File: config.mk
export PLATFORM = sky130hd
export DESIGN_NAME = mem_ctrl
export DESIGN_NICKNAME = d
export VERILOG_FILES = /design/src/rtl/mem_ctrl_pkg.sv /design/src/rtl/mem_ctrl_byte_assembler.sv /design/src/rtl/mem_ctrl.sv
export SDC_FILE = /design/constraint.sdc
export NUM_CORES = 1
export LEC_CHECK = 0
export ABC_AREA = 1
export CAP_MARGIN = 40
export CORE_UTILIZATION = 55
export CTS_BUF_LIST = sky130_fd_sc_hd__clkbuf_8 sky130_fd_sc_hd__clkbuf_16
export DETAILED_ROUTE_END_ITERATION = 7
export MAX_ROUTING_LAYER = met4
export PLACE_DENSITY = 0.85
export SYNTH_ARGS = -nofsm -noshare
export SYNTH_HDL_FRONTEND = slang
export SYNTH_SLANG_ARGS = --single-unit
File: constraint.sdc
create_clock -name clock -period 8.71 [get_ports clock]
set_input_delay 1.3065 -clock clock [delete_from_list [all_inputs] [get_ports clock]]
set_output_delay 1.3065 -clock clock [all_outputs]
set_load 0.05 [all_outputs]
File: src/rtl/mem_ctrl_pkg.sv
// mem_ctrl_pkg: types and constants shared by the byte-serial RAM controller.
//   - mem_state_e : controller FSM encoding (MemCtrlIdle..MemCtrlDone)
//   - MemAddrBus / ByteBus / MemDataBus : bus typedefs
//   - IoRegionTag : addr[17:16] value that marks the UART/IO region
//   - norm_len()  : maps a request byte count onto 1, 2 or 4
package mem_ctrl_pkg;

    localparam int MEM_ADDR_W = 32;

    typedef logic [MEM_ADDR_W-1:0] MemAddrBus;
    typedef logic [7:0]            ByteBus;
    typedef logic [31:0]           MemDataBus;

    typedef enum logic [2:0] {
        MemCtrlIdle  = 3'd0,
        MemCtrlFetch = 3'd1,
        MemCtrlLoad  = 3'd2,
        MemCtrlStore = 3'd3,
        MemCtrlDone  = 3'd4
    } mem_state_e;

    localparam logic [1:0] IoRegionTag = 2'b11;

    // Anything other than 1 or 2 is a full word access.
    function automatic logic [2:0] norm_len(input logic [2:0] len);
        case (len)
            3'd1:    norm_len = 3'd1;
            3'd2:    norm_len = 3'd2;
            default: norm_len = 3'd4;
        endcase
    endfunction

endpackage

File: src/rtl/mem_ctrl_byte_assembler.sv
// mem_ctrl_byte_assembler: 4-byte little-endian assembly register for reads.
//   clock, reset : clock, asynchronous active-low reset
//   start        : clear the word (new read transaction)
//   cap_en       : write cap_byte into byte lane cap_idx
//   cap_idx      : destination byte lane (0 = bits 7:0)
//   cap_byte     : byte returned by the RAM
//   word_next    : value the register takes at the next edge, so the
//                  controller can publish a complete word in the same cycle
//                  the last byte arrives
module mem_ctrl_byte_assembler
    import mem_ctrl_pkg::*;
(
    input  logic      clock,
    input  logic      reset,
    input  logic      start,
    input  logic      cap_en,
    input  logic [1:0] cap_idx,
    input  ByteBus    cap_byte,
    output MemDataBus word_next
);

    MemDataBus word_q;
    MemDataBus word_d;

    always_comb begin
        word_d = word_q;
        if (start) begin
            word_d = '0;
        end else if (cap_en) begin
            word_d[{cap_idx, 3'b000} +: 8] = cap_byte;
        end
    end

    always_ff @(posedge clock or negedge reset) begin
        if (!reset) begin
            word_q <= '0;
        end else begin
            word_q <= word_d;
        end
    end

    assign word_next = word_d;

endmodule

File: src/rtl/mem_ctrl.sv
// mem_ctrl: single owner of the byte-wide RAM port. Arbitrates instruction
// fetch (4 bytes), data load (1/2/4 bytes) and data store (1/2/4 bytes) and
// serialises each access into one-byte RAM cycles.
//
// Ports:
//   clock, reset         : clock, asynchronous active-low reset
//   clear                : pipeline flush, aborts a fetch only
//   if_req/if_addr       : fetch request / base address
//   if_done/if_data      : fetch completion pulse / fetched word
//   ls_req/ls_write/ls_length/ls_addr/ls_wdata : load/store request
//   ls_done/ls_rdata     : load/store completion pulse / zero-extended load data
//   io_full              : UART output buffer full
//   ram_write/ram_addr/ram_wdata/ram_rdata : byte RAM port (read data one cycle
//                          after the address)
//   dbg_state            : current FSM state (mem_state_e encoding)
//
// Handshake: *_req is a level that the requester holds, with stable fields,
// until the matching *_done pulse; the controller latches the fields when it
// accepts the request in IDLE and the requester drops req the cycle after
// done, so a finished request is never accepted twice. ls_req wins over if_req.
//
// Build option: MEM_CTRL_IO_STALL_EN -- when defined, store bytes addressed to
// the IO region (addr[17:16] == IoRegionTag) wait while io_full is high.
module mem_ctrl
    import mem_ctrl_pkg::*;
#(
    parameter int ADDR_W = MEM_ADDR_W
)
(
    input  logic              clock,
    input  logic              reset,
    input  logic              clear,
    input  logic              if_req,
    input  logic [ADDR_W-1:0] if_addr,
    output logic              if_done,
    output logic [31:0]       if_data,
    input  logic              ls_req,
    input  logic              ls_write,
    input  logic [2:0]        ls_length,
    input  logic [ADDR_W-1:0] ls_addr,
    input  logic [31:0]       ls_wdata,
    output logic              ls_done,
    output logic [31:0]       ls_rdata,
    input  logic              io_full,
    output logic              ram_write,
    output logic [ADDR_W-1:0] ram_addr,
    output logic [7:0]        ram_wdata,
    input  logic [7:0]        ram_rdata,
    output logic [2:0]        dbg_state
);

    mem_state_e        state_q, state_d;
    mem_state_e        kind_q, kind_d;
    logic [2:0]        cnt_q, cnt_d;
    logic [2:0]        len_q, len_d;
    logic [ADDR_W-1:0] base_q, base_d;
    MemDataBus         wdata_q, wdata_d;
    MemDataBus         if_data_q, if_data_d;
    MemDataBus         ls_rdata_q, ls_rdata_d;
    logic              if_done_q, if_done_d;
    logic              ls_done_q, ls_done_d;
    logic              ram_write_q, ram_write_d;
    logic [ADDR_W-1:0] ram_addr_q, ram_addr_d;
    ByteBus            ram_wdata_q, ram_wdata_d;

    logic [ADDR_W-1:0] addr_d;
    logic              stall_d;
    logic              asm_start;
    logic              cap_en;
    logic [1:0]        cap_idx;
    MemDataBus         asm_word;

    mem_ctrl_byte_assembler u_asm (
        .clock     (clock),
        .reset     (reset),
        .start     (asm_start),
        .cap_en    (cap_en),
        .cap_idx   (cap_idx),
        .cap_byte  (ram_rdata),
        .word_next (asm_word)
    );

    // Byte address of the cycle being set up for the next clock.
    assign addr_d = base_d + ADDR_W'(cnt_d);

`ifdef MEM_CTRL_IO_STALL_EN
    assign stall_d = (addr_d[17:16] == IoRegionTag) && io_full;
`else
    logic io_full_unused;
    assign io_full_unused = io_full;
    assign stall_d        = 1'b0;
`endif

    always_comb begin
        state_d    = state_q;
        kind_d     = kind_q;
        cnt_d      = cnt_q;
        len_d      = len_q;
        base_d     = base_q;
        wdata_d    = wdata_q;
        if_data_d  = if_data_q;
        ls_rdata_d = ls_rdata_q;
        if_done_d  = 1'b0;
        ls_done_d  = 1'b0;
        asm_start  = 1'b0;
        cap_en     = 1'b0;
        cap_idx    = 2'(cnt_q - 3'd1);

        unique case (state_q)
            MemCtrlIdle: begin
                if (ls_req) begin
                    asm_start = 1'b1;
                    base_d    = ls_addr;
                    len_d     = norm_len(ls_length);
                    wdata_d   = ls_wdata;
                    cnt_d     = 3'd0;
                    state_d   = ls_write ? MemCtrlStore : MemCtrlLoad;
                    kind_d    = ls_write ? MemCtrlStore : MemCtrlLoad;
                end else if (if_req && !clear) begin
                    asm_start = 1'b1;
                    base_d    = if_addr;
                    len_d     = 3'd4;
                    cnt_d     = 3'd0;
                    state_d   = MemCtrlFetch;
                    kind_d    = MemCtrlFetch;
                end
            end

            MemCtrlFetch, MemCtrlLoad: begin
                // Byte cnt-1 arrives this cycle (address was driven last cycle).
                cap_en = (cnt_q != 3'd0);
                if (state_q == MemCtrlFetch && clear) begin
                    state_d = MemCtrlIdle;
                    cnt_d   = 3'd0;
                end else if (cnt_q == len_q) begin
                    state_d = MemCtrlDone;
                    cnt_d   = 3'd0;
                    if (state_q == MemCtrlFetch) begin
                        if_data_d = asm_word;
                        if_done_d = 1'b1;
                    end else begin
                        ls_rdata_d = asm_word;
                        ls_done_d  = 1'b1;
                    end
                end else begin
                    cnt_d = cnt_q + 3'd1;
                end
            end

            MemCtrlStore: begin
                // A byte only advances when its write strobe actually issued.
                if (ram_write_q) begin
                    if (cnt_q == len_q - 3'd1) begin
                        state_d   = MemCtrlDone;
                        cnt_d     = 3'd0;
                        ls_done_d = 1'b1;
                    end else begin
                        cnt_d = cnt_q + 3'd1;
                    end
                end
            end

            MemCtrlDone: begin
                state_d = MemCtrlIdle;
                cnt_d   = 3'd0;
            end

            default: begin
                state_d = MemCtrlIdle;
                cnt_d   = 3'd0;
            end
        endcase

        // RAM port outputs for the next cycle, derived from the next state.
        ram_write_d = 1'b0;
        ram_addr_d  = '0;
        ram_wdata_d = '0;
        case (state_d)
            MemCtrlStore: begin
                ram_addr_d  = addr_d;
                ram_wdata_d = wdata_d[{cnt_d[1:0], 3'b000} +: 8];
                ram_write_d = !stall_d;
            end
            MemCtrlFetch, MemCtrlLoad: begin
                if (cnt_d < len_d) begin
                    ram_addr_d = addr_d;
                end
            end
            default: begin
                ram_addr_d = '0;
            end
        endcase
    end

    always_ff @(posedge clock or negedge reset) begin
        if (!reset) begin
            state_q     <= MemCtrlIdle;
            kind_q      <= MemCtrlIdle;
            cnt_q       <= '0;
            len_q       <= '0;
            base_q      <= '0;
            wdata_q     <= '0;
            if_data_q   <= '0;
            ls_rdata_q  <= '0;
            if_done_q   <= 1'b0;
            ls_done_q   <= 1'b0;
            ram_write_q <= 1'b0;
            ram_addr_q  <= '0;
            ram_wdata_q <= '0;
        end else begin
            state_q     <= state_d;
            kind_q      <= kind_d;
            cnt_q       <= cnt_d;
            len_q       <= len_d;
            base_q      <= base_d;
            wdata_q     <= wdata_d;
            if_data_q   <= if_data_d;
            ls_rdata_q  <= ls_rdata_d;
            if_done_q   <= if_done_d;
            ls_done_q   <= ls_done_d;
            ram_write_q <= ram_write_d;
            ram_addr_q  <= ram_addr_d;
            ram_wdata_q <= ram_wdata_d;
        end
    end

    // A flush arriving in the fetch's done cycle cancels the pulse.
    assign if_done   = if_done_q && !clear;
    assign ls_done   = ls_done_q;
    assign if_data   = if_data_q;
    assign ls_rdata  = ls_rdata_q;
    assign ram_write = ram_write_q;
    assign ram_addr  = ram_addr_q;
    assign ram_wdata = ram_wdata_q;
    assign dbg_state = state_q;

endmodule

==> impl_metrics.py <==
metrics = {
    "placed_design": {
        "gp_congestion": 0.951,
        "hpwl_um": 20800,
        "io_buffers": 222,
        "place_inst": 1689,
    },
    "synth": {
        "async_reset_ff_share_pct": 100,
        "ys_warn_count": 0,
        "synth_nets": 1362,
        "netlist_instances": 1235,
        "yosysMostFrequentCell": "nand2_1",
        "syn_area_um2": 10800,
        "yosysUniqueCellTypes": 37,
        "yosysTopAreaCellShare_pct": 49.1,
        "postSynthAreaPerCell_um2": 8.74,
        "synth_common_cells": "240 x nand2_1, 212 x dfrtp_1, 184 x inv_1",
        "synth.area.top_cells": "dfrtp_1 49%, nand2_1 8.3%, mux2_2 6.7%, inv_1 6.4%, nor2_1 5.0%",
        "ys_seq_area_share_pct": 49.1,
        "yosysTopAreaCell": "dfrtp_1",
        "synth_edf_count": 0,
        "synthFlopType": "dfrtp_1",
        "ys_seq_elements": 212,
    },
    "sta": {
        "fin_crit_ns": 4.48,
        "fin_skew_ns": 0.0136,
        "setup_viol": 0,
        "max_freq_mhz": 223,
        "tightest_slew_ns": 0.919,
        "setup-tns-final_ns": 0,
        "slew-limit-headroom_pct": 38.5,
        "hold_viol_final": 0,
        "slew_violations": 0,
        "rsz0062_at_grt": "no",
        "min_period_over_period_pct": 51.5,
    },
    "setup_path": {
        "cp_cell_sequence": "clkdlybuf4s50_1 > nand3_4 > inv_4 > nand2_1 > inv_1 > nor3_1 > inv_1 > ha_1 > a21oi_1 > nand2_1 > nand2_1 > nand2_2 > nor2_1",
        "start_kind": "input pin",
        "cp_num_buf_inv": 4,
        "slowest_delay_ns": 0.82,
        "path_delay_family": "simple AND/OR/NAND/NOR gates",
        "cp_max_fo": 45,
        "worstPathRequired_ns": 9.13,
        "worstSetupEndpointType": "flip-flop",
        "critPathKind": "input pin to flip-flop",
        "slowest_stage": "clkdlybuf4s50_1",
        "critPathArrivalTime_ns": 4.90,
        "crit_path_frequent_cell": "nand2_1",
    },
    "global_route": {
        "grt_pass1_vias": 9080,
        "grt_pass1_wl_um": 46900,
        "antenna_found_initial": 1,
        "overflow": 0,
        "grt_start_max_net_pins": 100,
        "grtUsageTotal_pct": 31.0,
    },
    "floorplanning": {
        "core.rowCount": 50,
        "die_x_um": 142,
        "coreArea_um2": 19000,
        "die_area_um2": 20200,
        "die_y_um": 142,
        "num_io_pins": 224,
        "start_util_pct": 57.0,
    },
    "power_and_ir_drop": {
        "pwr-share-clk_pct": 16.9,
        "ir_worst_vdd_mv": 0.242,
        "p_leak_uw": 0.00698,
        "pwr-share-seq_pct": 25.8,
        "intPower_uw": 3160,
        "netSwitchingPower_uw": 2990,
        "swShare_pct": 48.6,
        "power_density_nw_per_um2": 437,
        "combPwrFrac_pct": 57.3,
    },
    "clocking": {
        "clkTransAtPathRegs_ns": 0.06,
        "cts-root-buf": "clkbuf_16",
        "cts_sinks": 212,
        "cts_setup_buffers": 0,
        "worst_skew_pair.late_latency_ns": 0.53,
        "cts_tree": "built",
        "ctsResizeCount": 0,
        "clockBufferDepth": 3,
        "cts_htree_levels": 1,
        "postCtsHoldBufs": 0,
        "cts_buffers": 23,
    },
    "cells_and_area": {
        "fin_cells": 1731,
        "drive_above_1_share_pct": 16.5,
        "nets": 1581,
        "syn_to_final_growth_pct": 30.4,
    },
    "routing": {
        "vias": 9164,
        "vias_per_cell": 5.29,
        "wl_per_cell_um": 17.2,
        "route.antenna.remaining_nets": 0,
        "finalWirelength_um": 29800,
        "drtIter0Drc": 572,
        "dr.pass1.iters": 5,
        "drc": 0,
    },
    "worst_hold_path": {
        "hold_class": "flip-flop to flip-flop",
    },
    "run_status": {
        "status": "finished clean",
    },
    "run": {
        "maxCapViolCount": 0,
    },
}
[sequential cells by signal (all words and copies together), names as in the netlist]
name / flops
base_q: 32
ram_addr: 32
ls_done: 1
ram_write: 1
dbg_state: 3
if_done_q: 1
len_q: 3
wdata_q: 32
ram_wdata: 8
ls_rdata: 32
if_data: 32
u_asm.word_q: 32
cnt_q: 3
[cell usage in the layout, fill, tap and decap left out, drive strengths merged, types with 12 or more instances in the layout]
cell	count
clkbuf	34
ha	12
xor2	17
o21ai	43
nand3	77
nand4	13
mux2	64
a21oi	44
nand2	257
a211oi	19
clkdlybuf4s50	221
dfrtp	212
or2	27
inv	199
nor2	189
[area by class of cell]
| class | instances | area [um^2] |
|---|---|---|
| flip-flops and latches | 212 | 5310 |
| inverters | 196 | 738 |
| diodes | 1 | 2.50 |
| fillers | 1350 | 4880 |
| well taps | 260 | 325 |
| multi-input cells | 793 | 4570 |
| clock buffers | 33 | 713 |
| repair buffers | 228 | 2310 |
| clock inverters | 8 | 110 |
[per-stage QoR]
stage,util (%),hold WS [ns],instance area [um^2],setup slack [ns],power (uW)
2_1_floorplan,-,0.451,10800,5.09,4080
3_3_place_gp,69.6,0.466,13200,3.57,4950
3_5_place_dp,69.9,0.474,13200,3.70,5080
4_1_cts,74.2,0.494,14100,4.21,6150
5_1_grt,74.3,0.518,14100,3.91,6530
6_report,74.3,0.494,14100,4.23,6150
[power groups by stage]
stage,combinational [uW],clock [uW],sequential (uW)
after CTS,3510,1050,1590
after global routing,3810,1090,1630
after global placement,3370,0,1580
after detailed placement,3480,0,1600
final,3520,1040,1590
after floorplan,1830,0,2250
[worst reg2reg max path, stage by stage (launching register included)]
cell and delay (ns):
dfrtp_1 0.69, xnor2_1 0.22, nand3_1 0.29, nand2_1 0.17, nand2_1 0.10, nand2_1 0.07
nand2_1 0.34, ha_1 0.45, nand3_1 0.07, nand3_1 0.13, inv_1 0.06, nor2_1 0.13
nand2_2 0.13, nor2_4 0.21, nand2_1 0.12, xor2_1 0.15, nor2_1 0.16
[kinds of logic (layout without fill, tap and decap cells)]
kind of cell / count (synthesis) / in the layout / share of synthesized area [%]
multiplexers: 71 / 71 / 7.33
AND/OR/NAND/NOR: 576 / 576 / 24.9
AO/OA/AOI/OAI: 111 / 111 / 6.57
flip-flops: 212 / 212 / 49.1
buffers and inverters: 230 / 465 / 8.69
XOR/XNOR: 22 / 22 / 1.78
adder cells (fa/ha/maj): 13 / 13 / 1.58
other: 0 / 1 / 0
[final timing paths]
path | start | end | slack (ns) | depth (start not counted)
worst max-delay path | ls_req | ram_addr[11] | 4.23 | 13
worst min-delay path | wdata_q[15] | wdata_q[15] | 0.49 | 2
worst max register to register | cnt_q[0] | ram_addr[11] | 5.12 | 16
worst min register to register | wdata_q[15] | wdata_q[15] | 0.49 | 2
max in group asynchronous | reset | ls_rdata[13] | 5.89 | 3
min in group asynchronous | reset | if_data[1] | 0.87 | 1
[metal layers]
layer,global-route usage [%],vias up,routed length [um]
met4,12.3,0,1130
li1,-,4313,-
met2,49.9,364,14400
met5,-,-,0
met3,5.96,82,2060
met1,38.7,4405,12200
Power figures use the tool's default switching activity.
